--- config.mk ---
export PLATFORM = sky130hd
export DESIGN_NAME = mem_access_ctrl
export DESIGN_NICKNAME = d
export VERILOG_FILES = /design/src/rtl/mem_access_ctrl.sv
export SDC_FILE = /design/constraint.sdc
export NUM_CORES = 1
export LEC_CHECK = 0
export ABC_AREA = 1
export CAP_MARGIN = 0
export CORE_ASPECT_RATIO = 1.1
export CORE_MARGIN = 2
export CORE_UTILIZATION = 39
export CTS_CLUSTER_DIAMETER = 30
export DETAILED_ROUTE_END_ITERATION = 8
export HOLD_SLACK_MARGIN = 0.15
export PLACE_DENSITY = 0.77
export SLEW_MARGIN = 40
export SYNTH_ARGS = -nofsm -noshare
export SYNTH_HDL_FRONTEND = slang
export SYNTH_SLANG_ARGS = --single-unit
--- constraint.sdc ---
create_clock -name clk -period 1.4 [get_ports clk]
set_input_delay 0.28 -clock clk [delete_from_list [all_inputs] [get_ports clk]]
set_output_delay 0.28 -clock clk [all_outputs]
set_load 0.05 [all_outputs]
--- src/rtl/mem_access_ctrl.sv ---
// mem_access_ctrl: CPU load/store front end for a word-wide data memory (DMEM).
//   latency: load 2, word store 2, byte/half store 4 cycles from acceptance to resp_valid.
//   backpressure: req_ready only in IDLE; requests in other states are ignored; resp has no backpressure.
// Ports: req_* CPU request (valid/ready), resp_* one-cycle completion pulse with held data/err,
//        DMEM_* word-indexed memory port (combinational read data, write on strobe rising edge).
// Optional macro MISALIGN_TRAP_EN: misaligned half/word and reserved size complete with resp_err=1
// and no memory access. Undefined: resp_err stays 0, misaligned low bits ignored, size 11 acts as word.
module mem_access_ctrl #(
   parameter int ADDR_W = 8
) (
   input  logic        clk,
   input  logic        rst_n,
   input  logic        req_valid,
   output logic        req_ready,
   input  logic        req_write,
   input  logic [1:0]  req_size,
   input  logic        req_unsigned,
   input  logic [31:0] req_addr,
   input  logic [31:0] req_wdata,
   output logic        resp_valid,
   output logic [31:0] resp_rdata,
   output logic        resp_err,
   output logic [31:0] DMEM_address,
   output logic [31:0] DMEM_data_in,
   output logic        DMEM_mem_write,
   output logic        DMEM_mem_read,
   input  logic [31:0] DMEM_data_out
);

   typedef enum logic [2:0] {IDLE, RD, MERGE, WR, RESP} state_t;

   state_t              state_q, state_d;
   logic [ADDR_W-1:0]   addr_q, addr_d;
   logic [31:0]         wdata_q, wdata_d;
   logic [31:0]         rdata_q, rdata_d;
   logic [1:0]          size_q, size_d;
   logic [1:0]          lane_q, lane_d;
   logic                write_q, write_d;
   logic                uns_q, uns_d;
   logic                err_q, err_d;
   logic                mem_write_q, mem_write_d;

   logic [1:0]          acc_size;
   logic [1:0]          acc_lane;
   logic                trap;
   logic [4:0]          sh;
   logic [31:0]         ext_data;
   logic [31:0]         merged;
   logic [31:0]         lane_mask;
   logic [31:0]         lane_ins;

   wire unused_addr_hi = ^req_addr[31:ADDR_W+2];

   // Reserved size behaves as word; the lane is normalised so later shifts
   // never see misaligned low bits for half/word accesses.
   always_comb begin
      acc_size = (req_size == 2'b11) ? 2'b10 : req_size;
      case (acc_size)
         2'b00:   acc_lane = req_addr[1:0];
         2'b01:   acc_lane = {req_addr[1], 1'b0};
         default: acc_lane = 2'b00;
      endcase
`ifdef MISALIGN_TRAP_EN
      trap = (req_size == 2'b11) ||
             ((req_size == 2'b01) && req_addr[0]) ||
             ((req_size == 2'b10) && (req_addr[1:0] != 2'b00));
`else
      trap = 1'b0;
`endif
   end

   // Lane extraction for loads and lane replacement for sub-word stores,
   // both working on the combinational memory read word.
   always_comb begin
      sh = {lane_q, 3'b000};
      case (size_q)
         2'b00:   ext_data = uns_q ? {24'b0, DMEM_data_out[sh +: 8]}
                                   : {{24{DMEM_data_out[sh + 5'd7]}}, DMEM_data_out[sh +: 8]};
         2'b01:   ext_data = uns_q ? {16'b0, DMEM_data_out[{lane_q[1], 4'b0000} +: 16]}
                                   : {{16{DMEM_data_out[{lane_q[1], 4'b1111}]}},
                                      DMEM_data_out[{lane_q[1], 4'b0000} +: 16]};
         default: ext_data = DMEM_data_out;
      endcase
      lane_mask = ((size_q == 2'b00) ? 32'h0000_00FF : 32'h0000_FFFF) << sh;
      lane_ins  = ((size_q == 2'b00) ? {24'b0, wdata_q[7:0]} : {16'b0, wdata_q[15:0]}) << sh;
      merged    = (DMEM_data_out & ~lane_mask) | lane_ins;
   end

   always_comb begin
      state_d     = state_q;
      addr_d      = addr_q;
      wdata_d     = wdata_q;
      rdata_d     = rdata_q;
      size_d      = size_q;
      lane_d      = lane_q;
      write_d     = write_q;
      uns_d       = uns_q;
      err_d       = err_q;
      mem_write_d = 1'b0;
      case (state_q)
         IDLE: begin
            if (req_valid) begin
               addr_d  = req_addr[ADDR_W+1:2];
               wdata_d = req_wdata;
               size_d  = acc_size;
               lane_d  = acc_lane;
               write_d = req_write;
               uns_d   = req_unsigned;
               if (trap) begin
                  state_d = RESP;
                  err_d   = 1'b1;
                  rdata_d = 32'b0;
               end else if (req_write && (acc_size == 2'b10)) begin
                  state_d     = WR;
                  mem_write_d = 1'b1;
               end else begin
                  state_d = RD;
               end
            end
         end
         RD: begin
            if (write_q) begin
               // Merge at the end of RD so DMEM_data_in is settled for the
               // whole MERGE cycle before the strobe rises entering WR.
               wdata_d = merged;
               state_d = MERGE;
            end else begin
               rdata_d = ext_data;
               err_d   = 1'b0;
               state_d = RESP;
            end
         end
         MERGE: begin
            state_d     = WR;
            mem_write_d = 1'b1;
         end
         WR: begin
            rdata_d = 32'b0;
            err_d   = 1'b0;
            state_d = RESP;
         end
         RESP:    state_d = IDLE;
         default: state_d = IDLE;
      endcase
   end

   always_ff @(posedge clk or negedge rst_n) begin
      if (!rst_n) begin
         state_q     <= IDLE;
         addr_q      <= '0;
         wdata_q     <= 32'b0;
         rdata_q     <= 32'b0;
         size_q      <= 2'b00;
         lane_q      <= 2'b00;
         write_q     <= 1'b0;
         uns_q       <= 1'b0;
         err_q       <= 1'b0;
         mem_write_q <= 1'b0;
      end else begin
         state_q     <= state_d;
         addr_q      <= addr_d;
         wdata_q     <= wdata_d;
         rdata_q     <= rdata_d;
         size_q      <= size_d;
         lane_q      <= lane_d;
         write_q     <= write_d;
         uns_q       <= uns_d;
         err_q       <= err_d;
         mem_write_q <= mem_write_d;
      end
   end

   assign req_ready      = (state_q == IDLE);
   assign resp_valid     = (state_q == RESP);
   assign DMEM_mem_read  = (state_q == RD);
   assign DMEM_mem_write = mem_write_q;
   assign DMEM_address   = {{(32-ADDR_W){1'b0}}, addr_q};
   assign DMEM_data_in   = wdata_q;
   assign resp_rdata     = rdata_q;
   assign resp_err       = err_q;

endmodule
==> flow_metrics.py <==
metrics = {
    "outcome": {
        "status": "complete, but fails checks",
        "violations": "negative setup slack",
    },
    "worst_setup_path": {
        "critPathRequiredTime_ns": 1.69,
        "crit_path_max_incr_delay_ns": 0.46,
        "ff2ff_setup_slack_ns": -0.34,
        "worst_setup_path_end_kind": "register",
        "critPathMaxFanout": 15,
        "slowest_stage": "dfrtp_1",
        "timing.rr.end": "resp_rdata[21]",
        "crit_arrival_ns": 2.04,
        "worstPathCellList": "inv_1, o21ai_0, nand3_1, nand3_1, buf_12, nand2_1, nand2_2",
        "r2r_cells": 7,
        "worst_path_most_repeated_cell": "nand3_1",
        "critPathTopFamily": "simple AND/OR/NAND/NOR gates",
        "start_kind": "register",
        "crit_buf_inv": 2,
        "worstReg2RegStart": "lane_q[1]",
        "worstSetupPathType": "register to register",
    },
    "power_and_ir_drop": {
        "p_sw_w": 0.0133,
        "power_w": 0.0268,
        "p_int_w": 0.0134,
        "powerDensity_nw_per_um2": 2850,
        "p_sw_frac": 0.498,
        "irDropWorstVdd_mv": 2.11,
        "clock_power_share": 0.090,
        "p_comb_frac": 0.721,
        "p_leak_nw": 4.48,
        "power.share.sequential": 0.189,
    },
    "clock_tree": {
        "numCtsBuffers": 9,
        "htreeDepth": 3,
        "cts.path.max_buffers": 2,
        "root_buffer": "clkbuf_16",
        "tritoncts": "built",
        "cts.sinks": 82,
        "path_clk_slew_ns": 0.07,
        "clk-insertion-delay-late_ns": 0.36,
    },
    "logic_synthesis": {
        "synth_top_family_by_area": "simple AND/OR/NAND/NOR gates",
        "ys.flop_type": "dfrtp_1",
        "ys_ff_latch": 82,
        "synth_edf_count": 0,
        "synthTopCellsByArea": "dfrtp_1, nand2_1, o21ai_0",
        "yosysUniqueCellTypes": 25,
        "synthSimpleGateAreaFrac": 0.344,
        "seq_area_frac_synth": 0.422,
        "synthMuxAreaShare": 0,
        "ys_warn_count": 0,
        "synthAdderAreaFrac": 0,
        "yosys.area.top_type": "dfrtp_1",
        "synth_common_cells": "nand2_1, dfrtp_1, o21ai_0, inv_1, nand3_1",
        "synth.top_cell.area_share": 0.422,
        "async_reset_ff_frac": 1.00,
        "yosysMostFrequentCell": "nand2_1",
        "postSynthAreaPerCell_um2": 6.82,
        "netlist_instances": 712,
        "synth_xor_area_frac": 0,
        "synth_compound_area_frac": 0.125,
        "synthesis.area_um2": 4860,
    },
    "grt": {
        "grt_pass1_wl_um": 31700,
        "grt_overflow_total": 0,
        "grt_use_total": 0.302,
        "grt_pass1_vias": 5961,
        "grt_max_degree": 83,
        "antenna_found_initial": 0,
    },
    "routing": {
        "drt-pass1-iter-count": 6,
        "dr_wl_met2_um": 11100,
        "ant_nets": 0,
        "wire_per_inst_um": 21.0,
        "wl_met1_um": 8060,
        "drt-total-wl_um": 23600,
        "vias": 6424,
        "vias_per_cell": 5.72,
        "drt_iter0_drc": 833,
        "drcViolationCount": 0,
        "dr_wl_met3_um": 2630,
        "top_layer": "met4",
    },
    "placement": {
        "dp_hpwl_um": 12700,
        "gp_congestion": 0.956,
        "placed_cells": 1075,
        "portBuffers": 156,
        "place_area_um2": 7880,
    },
    "sta": {
        "final-hold-violation-count": 0,
        "layout_setup_ws_ns": -0.343,
        "rsz0062_at_grt": "yes",
        "skew_ns": 0.0138,
        "max_freq_mhz": 574,
        "final.setup.tns_ns": -21.21,
        "period_share": 1.25,
        "fin_crit_ns": 1.74,
        "maxSlewHeadroom": 0.672,
        "tightest_slew_ns": 0.487,
        "finalSetupViolCount": 83,
        "timing.final.max_slew_violations": 0,
    },
    "min_path": {
        "hold_path_startpoint": "req_addr[3]",
        "hold_path_depth": 3,
        "hold_class": "input port to register",
        "hold-path-endpoint": "addr_q[1]",
    },
    "floorplanning": {
        "chipWidth_um": 110,
        "core_um2": 12100,
        "die_y_um": 121,
        "dieArea_um2": 13400,
        "start_util": 0.402,
        "num_rows": 42,
        "top_level_ports": 204,
    },
    "job": {
        "cap_violations": 0,
    },
    "layout": {
        "drive_gt1_frac": 0.406,
        "antenna_cells": 0,
        "stdcell_count": 1124,
        "final_nets": 1068,
        "stdcell_area_um2": 9390,
        "area_growth_pct": 93.4,
    },
}
registers in the layout, summed over array words and instances (netlist names):
| name | flops |
|---|---|
| DMEM_data_in | 32 |
| resp_rdata | 32 |
| addr_q | 8 |
| state_q | 3 |
| lane_q | 2 |
| size_q | 2 |
| DMEM_mem_write | 1 |
| uns_q | 1 |
| write_q | 1 |
stage by stage:
stage / utilization / setup slack, ns / hold slack, ns
2_1_floorplan: - / -0.0741 / -0.0156
3_3_place_gp: 0.652 / -0.231 / 0.340
3_5_place_dp: 0.652 / -0.286 / 0.344
4_1_cts: 0.733 / -0.231 / 0.469
5_1_grt: 0.777 / -0.422 / 0.472
6_report: 0.777 / -0.343 / 0.463
cell families (layout without fill, tap and decap cells):
logic type	after synthesis	count (layout)
and+or+nand+nor	413	413
AOI/OAI and AO/OA	112	112
buffers and inverters	104	338
DFF	82	82
other	1	25
power by group through the flow:
stage / registers, W / clock network (W) / logic, W
global placement: 0.00477 / 0 / 0.0147
floorplan: 0.00749 / 0 / 0.00478
CTS: 0.00483 / 0.00235 / 0.0172
detailed placement: 0.00480 / 0 / 0.0149
finish: 0.00507 / 0.00240 / 0.0193
global route: 0.00515 / 0.00255 / 0.0200
area by class of cell:
| cell class | count | area, um2 |
|---|---|---|
| Inverter | 43 | 208 |
| Clock buffer | 11 | 233 |
| Timing Repair Buffer | 277 | 3620 |
| Tap cell | 154 | 193 |
| Fill cell | 722 | 2690 |
| Clock inverter | 5 | 55.1 |
| Sequential cell | 82 | 2050 |
| Timing Repair inverter | 2 | 20.0 |
| Multi-Input combinational cell | 550 | 3010 |
what timing repair did:
action | 4_1_cts | 5_1_grt
pin swaps | 23 | 46
buffers inserted | 17 | 7
cloned | 9 | 4
hold buffers | 1 | 0
resized for setup | 105 | 159
endpoints found under the setup margin | 68 | 83
hold endpoints to repair | 82 | 0
metal layers:
| layer | GRT usage | up-vias |
|---|---|---|
| met5 | 0 | - |
| met3 | 0.0544 | 183 |
| met1 | 0.384 | 2970 |
| met4 | 0.171 | 0 |
| met2 | 0.488 | 566 |
| li1 | - | 2705 |
cell usage in the layout, fill, tap and decap left out, drive strengths merged:
| cell | instances |
|---|---|
| clkbuf | 14 |
| nor3 | 2 |
| dlygate4sd3 | 1 |
| dfrtp | 82 |
| bufbuf | 1 |
| a21oi | 36 |
| or2 | 17 |
| o22ai | 1 |
| clkinv | 2 |
| nand3 | 38 |
| bufinv | 1 |
| o211ai | 8 |
| clkinvlp | 2 |
| clkdlybuf4s50 | 79 |
| nor2 | 38 |
| o21ai | 67 |
| buf | 193 |
| nand2 | 318 |
| inv | 45 |
| conb | 25 |
worst register-to-register path: stages (launching register included):
cell	delay, ns
dfrtp_1	0.46
inv_1	0.17
o21ai_0	0.37
nand3_1	0.18
nand3_1	0.20
buf_12	0.16
nand2_1	0.09
nand2_2	0.06
worst max path at each step:
stage,slack [ns],startpoint,end,depth (start not counted)
floorplan,-0.07,state_q[0],resp_rdata[27],10
global placement,-0.23,req_valid,DMEM_data_in[17],10
detailed placement,-0.29,req_valid,DMEM_data_in[23],10
CTS,-0.23,state_q[0],req_ready,6
global route,-0.42,lane_q[1],resp_rdata[28],7
finish,-0.34,lane_q[1],resp_rdata[21],7
Note: power is estimated with default switching activity, not from simulation.
